## config.mk

```make
export PLATFORM = sky130hd
export DESIGN_NAME = pc_irq_ctrl
export DESIGN_NICKNAME = d
export VERILOG_FILES = /design/src/rtl/pc_irq_pkg.sv /design/src/rtl/irq_prio_enc.sv /design/src/rtl/pc_irq_ctrl.sv
export SDC_FILE = /design/constraint.sdc
export NUM_CORES = 1
export LEC_CHECK = 0
export ABC_AREA = 1
export CAP_MARGIN = 10
export CELL_PAD_IN_SITES_DETAIL_PLACEMENT = 0
export CELL_PAD_IN_SITES_GLOBAL_PLACEMENT = 1
export CORE_MARGIN = 10
export CORE_UTILIZATION = 43
export DETAILED_ROUTE_END_ITERATION = 6
export GPL_ROUTABILITY_DRIVEN = 0
export PLACE_DENSITY = 0.88
export SLEW_MARGIN = 20
export SYNTH_ARGS = -nofsm -noshare
export SYNTH_HDL_FRONTEND = slang
export SYNTH_SLANG_ARGS = --single-unit
```

## constraint.sdc

```tcl
create_clock -name clk_i -period 7.72 [get_ports clk_i]
set_clock_uncertainty 0.1 [all_clocks]
set_input_delay 0.772 -clock clk_i [delete_from_list [all_inputs] [get_ports clk_i]]
set_output_delay 0.772 -clock clk_i [all_outputs]
set_load 0.03 [all_outputs]
```

## src/rtl/pc_irq_pkg.sv

```systemverilog
// Shared width helpers and defaults for the program-counter / interrupt controller.
package pc_irq_pkg;

    localparam int unsigned DefAddrW   = 27;
    localparam logic [26:0] DefPcStart = 27'hC02422;

    // Channel-id width; at least one bit so a single-channel build still has a port.
    function automatic int unsigned id_w(input int unsigned n);
        return (n > 1) ? $clog2(n) : 1;
    endfunction

    function automatic int unsigned depth_w(input int unsigned d);
        return $clog2(d + 1);
    endfunction

endpackage

```

## src/rtl/irq_prio_enc.sv

```systemverilog
// Fixed-priority encoder: reports the lowest set index of the candidate vector.
module irq_prio_enc import pc_irq_pkg::*; #(
    parameter int unsigned  N   = 4,
    localparam int unsigned IDW = id_w(N)
) (
    input  logic [N-1:0]   cand_i,
    output logic           valid_o,
    output logic [IDW-1:0] id_o
);

    always_comb begin
        valid_o = 1'b0;
        id_o    = '0;
        // Scan downwards so the lowest index is the last one written.
        for (int i = N - 1; i >= 0; i--) begin
            if (cand_i[i]) begin
                valid_o = 1'b1;
                id_o    = IDW'(i);
            end
        end
    end

endmodule

```

## src/rtl/pc_irq_ctrl.sv

```systemverilog
// Program counter with vectored, prioritised, maskable, nestable interrupt entry
// and a return stack for reti.
module pc_irq_ctrl import pc_irq_pkg::*; #(
    parameter int unsigned        ADDR_W     = DefAddrW,
    parameter logic [ADDR_W-1:0]  PC_START   = ADDR_W'(DefPcStart),
    parameter int unsigned        NUM_INT    = 4,
    parameter int unsigned        NEST_DEPTH = 1,
    parameter int unsigned        VEC_BASE   = 1,
    parameter bit                 ROM_GUARD  = 1'b1,
    localparam int unsigned       IDW        = id_w(NUM_INT),
    localparam int unsigned       DW         = depth_w(NEST_DEPTH)
) (
    input  logic              clk_i,
    input  logic              reset_i,
    input  logic              step_i,
    input  logic              jump_i,
    input  logic              offset_i,
    input  logic [ADDR_W-1:0] jump_addr_i,
    input  logic              reti_i,
    input  logic [NUM_INT-1:0] irq_i,
    input  logic [NUM_INT-1:0] irq_mask_i,
    output logic [ADDR_W-1:0] pc_out_o,
    output logic              irq_taken_o,
    output logic [IDW-1:0]    irq_id_o,
    output logic [DW-1:0]     int_depth_o,
    output logic [NUM_INT-1:0] pending_o
);

    typedef struct packed {
        logic [ADDR_W-1:0] pc;
        logic [IDW-1:0]    id;
    } stack_entry_t;

    logic               step_q;
    logic [NUM_INT-1:0] irq_q;
    logic [NUM_INT-1:0] pending_q, pending_d, clr_mask;
    logic [ADDR_W-1:0]  pc_q, pc_d, seq_pc;
    logic [DW-1:0]      depth_q, depth_d;
    logic [IDW-1:0]     id_q, id_d, win_id;
    logic               taken_q, taken_d;
    logic               win_valid, take, push;
    stack_entry_t       stack_q [NEST_DEPTH];
    stack_entry_t       top;

    irq_prio_enc #(
        .N (NUM_INT)
    ) u_prio_enc (
        .cand_i  (pending_q & irq_mask_i),
        .valid_o (win_valid),
        .id_o    (win_id)
    );

    // Entry at depth d-1 is the active handler's return frame.
    always_comb begin
        top = '0;
        for (int i = 0; i < NEST_DEPTH; i++) begin
            if (DW'(i + 1) == depth_q) top = stack_q[i];
        end
    end

    always_comb begin
        if (!jump_i)       seq_pc = pc_q + ADDR_W'(1);
        else if (offset_i) seq_pc = pc_q + jump_addr_i;
        else               seq_pc = jump_addr_i;
    end

    assign take = win_valid && (depth_q < DW'(NEST_DEPTH))
               && ((depth_q == '0) || (win_id < top.id))
               && (!ROM_GUARD || (pc_q < PC_START));

    always_comb begin
        pc_d     = pc_q;
        depth_d  = depth_q;
        id_d     = id_q;
        taken_d  = 1'b0;
        push     = 1'b0;
        clr_mask = '0;
        if (step_i && !step_q) begin
            if (reti_i) begin
                if (depth_q != '0) begin
                    pc_d    = top.pc;
                    depth_d = depth_q - DW'(1);
                end else begin
                    pc_d = seq_pc;
                end
            end else if (take) begin
                push     = 1'b1;
                pc_d     = ADDR_W'(VEC_BASE) + ADDR_W'(win_id);
                depth_d  = depth_q + DW'(1);
                id_d     = win_id;
                taken_d  = 1'b1;
                clr_mask = NUM_INT'(1) << win_id;
            end else begin
                pc_d = seq_pc;
            end
        end
        // A fresh edge on the channel being taken keeps it pending.
        pending_d = (pending_q & ~clr_mask) | (irq_i & ~irq_q);
    end

    always_ff @(posedge clk_i) begin
        irq_q <= irq_i;
        if (reset_i) begin
            step_q    <= 1'b0;
            pending_q <= '0;
            pc_q      <= PC_START;
            depth_q   <= '0;
            id_q      <= '0;
            taken_q   <= 1'b0;
            for (int i = 0; i < NEST_DEPTH; i++) stack_q[i] <= '0;
        end else begin
            step_q    <= step_i;
            pending_q <= pending_d;
            pc_q      <= pc_d;
            depth_q   <= depth_d;
            id_q      <= id_d;
            taken_q   <= taken_d;
            for (int i = 0; i < NEST_DEPTH; i++) begin
                if (push && (DW'(i) == depth_q)) stack_q[i] <= '{pc: seq_pc, id: win_id};
            end
        end
    end

    assign pc_out_o    = pc_q;
    assign irq_taken_o = taken_q;
    assign irq_id_o    = id_q;
    assign int_depth_o = depth_q;
    assign pending_o   = pending_q;

endmodule

```

==> flow_summary.yaml <==
critical_path:
  crit_buf_inv: 5
  cp_common_cell: "inv_1"
  cpLargestDelayFamily: "buffers and inverters"
  crit_slowest_cell: "nor2_1"
  critPathMaxFanout: 45
  r2r_start: "step_q$_SDFF_PP0_"
  arrival_ns: 3.57
  r2r.worst_path.cells: 6
  max_stage_delay_ns: 0.60
  cp_cell_sequence: "clkdlybuf4s50_1 -> inv_1 -> nor2_1 -> inv_2 -> nor3_4 -> inv_1 -> nand2_1 -> buf_4"
  endpoint_kind: "flip-flop"
  crit_required_ns: 7.60
  worstSetupStartpoint: "step_i"
  r2r_end: "stack_q[0][22]$_SDFFCE_PN0P_"
  cp.depth: 8
  setup.worst_path.start_class: "input pin"
  r2r_slack_ns: 4.67
  crit_type: "input pin to flip-flop"
  crit_end: "stack_q[0][22]$_SDFFCE_PN0P_"
logic_synthesis:
  synth_top_family_by_area: "simple AND/OR/NAND/NOR gates"
  synthXorXnorAreaFrac: 0.0356
  synthSimpleGateAreaFrac: 0.382
  syn-instance-count: 1047
  netlist_area_sq_um: 6400
  yosys.area_share.adder: 0.0638
  yosys_register_bits: 67
  synthDistinctLibCells: 41
  syn_area_per_cell_sq_um: 6.11
  muxShareOfSynthArea: 0
  ys_seq_area_frac: 0.252
  synth-compound-area-share: 0.152
  yosys_warnings: 0
  syn_nets: 1120
cells_and_area:
  final_cell_mix: "297 x nand2_1, 144 x inv_1, 123 x nor2_1, 88 x nand3_1, 79 x a21oi_1"
  layout_commonest_cell: "nand2_1"
  drive_above_1_share: 0.0621
  num-fill-cells: 1558
  regArea_sq_um: 1610
  multi_input_area_sq_um: 4050
  syn_to_final_growth_pct: 18.2
  final_area_sq_um: 7560
  diodes: 0
  final_nets: 1179
die:
  design.core.area_sq_um: 14500
  rows: 44
  die_h_microns: 142
  fp.dieArea_sq_um: 20200
  start_util: 0.440
  die_x_microns: 142
  io_pins: 76
placed_design:
  place_area_sq_um: 7260
  io_buffers: 75
  place_ws_ns: 3.79
  hpwl_microns: 15800
route:
  vias: 6731
  first_iter_violations: 506
  via_per_inst: 5.20
  wire_per_inst_microns: 16.2
  drtAntennaViolNets: 0
  drcViolationCount: 0
  drt_pre_antenna_iters: 5
  wl_microns: 21000
grt:
  grt-ovfl-total: 0
  antenna_found_initial: 0
  grt_pass1_wl_microns: 33900
  grt_max_degree: 46
  grt_usage: 0.207
  grt_pass1_vias: 6362
cts:
  htree_levels: 3
  cts_hold_buf: 0
  numCtsBuffers: 9
  path_clk_slew_ns: 0.05
  clock_latency_ns: 0.33
  cts_tree: "done"
  postCtsSetupBuffers: 0
  clock-sinks: 67
  clock-root-buffer: "clkbuf_16"
  cts_resized: 0
  clock_path_buffers: 2
pwr:
  powerDensity_nw_per_um2: 160
  power_leakage_nw: 3.53
  ir_drop_mv: 0.138
sta:
  tightest_slew_ns: 0.847
  slew_viol_final: 0
  fin_crit_sh: 0.478
  rsz0062_at_grt: "false"
  relSlewSlack: 0.434
  min_period_ns: 3.69
  fmax_ghz: 0.271
  setup_violations: 0
  worst_slack_ns: 4.03
  fin_tns_setup_ns: 0
  hold_viol: 0
min_path:
  min_path_type: "flip-flop to flip-flop"
job:
  maxCapViolCount: 0
status:
  status: "finished clean"
## state kept, by name (all words and copies together) (netlist names)
register,count
pc_out_o,27
stack_q,27
irq_q,4
pending_o,4
irq_id_o,2
int_depth_o,1
irq_taken_o,1
step_q,1
## tightest hold or removal path, stage by stage (launching register included)
cell,delay (ns)
dfxtp_1,0.32
nand2_1,0.06
a21oi_1,0.05
## kinds of logic (layout without fill, tap and decap cells)
kind of cell | Yosys count | count (layout)
and+or+nand+nor | 565 | 565
buffers and inverters | 184 | 248
xor gates and xnor gates | 26 | 26
AOI/OAI and AO/OA | 173 | 173
DFF | 67 | 67
adders and majority gates | 32 | 32
## routing by layer
| metal | share of wire | routed length (microns) | up-vias | track usage |
|---|---|---|---|---|
| li1 | - | - | 3483 | - |
| met4 | 0.012 | 244 | 0 | 0.0398 |
| met1 | 0.47 | 9820 | 3027 | 0.276 |
| met3 | 0.055 | 1160 | 16 | 0.0414 |
| met5 | 0 | 0 | - | 0 |
| met2 | 0.46 | 9750 | 205 | 0.340 |
## area by class of cell
cell class / count / share of cell area
multi-input cells: 796 / 0.536
clock buffers: 14 / 0.0349
inverters: 150 / 0.0745
flip-flops and latches: 67 / 0.213
clock inverters: 2 / 0.00463
repair buffers: 82 / 0.106
well taps: 184 / 0.0305
## report_power, final
part           switching, mW  internal (mW)
clock network          0.146          0.267
registers             0.0315          0.391
logic                  0.242          0.135
## metrics by stage
step | std cells | power, mW | hold slack (ns) | util
final | 1295 | 1.21 | 0.378 | 0.520
after CTS | 1295 | 1.22 | 0.380 | 0.520
after global routing | 1295 | 1.29 | 0.410 | 0.520
after global placement | 1279 | 0.801 | 0.368 | 0.499
after detailed placement | 1279 | 0.803 | 0.369 | 0.499
after floorplan | 1047 | 0.678 | 0.358 | -
## cells in the mapped netlist (all sizes together)
| cell | instances | area share |
|---|---|---|
| o21bai | 1 | 0.0012 |
| nor2b | 1 | 0.00098 |
| o21ai | 60 | 0.048 |
| o21a | 1 | 0.0012 |
| clkinv | 2 | 0.0012 |
| edfxtp | 27 | 0.13 |
| buf | 12 | 0.014 |
| o31ai | 1 | 0.0012 |
| inv | 148 | 0.087 |
| ha | 31 | 0.061 |
| xnor2 | 4 | 0.0055 |
| fa | 1 | 0.0031 |
| nor2 | 128 | 0.079 |
| a21o | 3 | 0.0035 |
| nor3 | 15 | 0.018 |
| a21oi | 95 | 0.084 |
| clkbuf | 22 | 0.013 |
| nand3 | 94 | 0.078 |
| nand2 | 308 | 0.19 |
| nand4 | 16 | 0.016 |
| or2 | 1 | 0.00098 |
| o211ai | 10 | 0.012 |
| a21boi | 1 | 0.0012 |
| o22ai | 1 | 0.00098 |
| nand3b | 2 | 0.0029 |
| xor2 | 22 | 0.030 |
| dfxtp | 40 | 0.13 |
## worst min path at each step
stage | startpoint | to | slack [ns] | cells past startpoint
final | pending_o[0]$_SDFF_PP0_ | pending_o[0]$_SDFF_PP0_ | 0.38 | 2
after CTS | pending_o[0]$_SDFF_PP0_ | pending_o[0]$_SDFF_PP0_ | 0.38 | 2
after detailed placement | pending_o[0]$_SDFF_PP0_ | pending_o[0]$_SDFF_PP0_ | 0.37 | 2
after floorplan | irq_q[0]$_DFF_P_ | pending_o[0]$_SDFF_PP0_ | 0.36 | 3
after global routing | pending_o[2]$_SDFF_PP0_ | pending_o[2]$_SDFF_PP0_ | 0.41 | 2
after global placement | irq_q[3]$_DFF_P_ | pending_o[3]$_SDFF_PP0_ | 0.37 | 3
No activity file was read; power rests on OpenSTA's default activity.
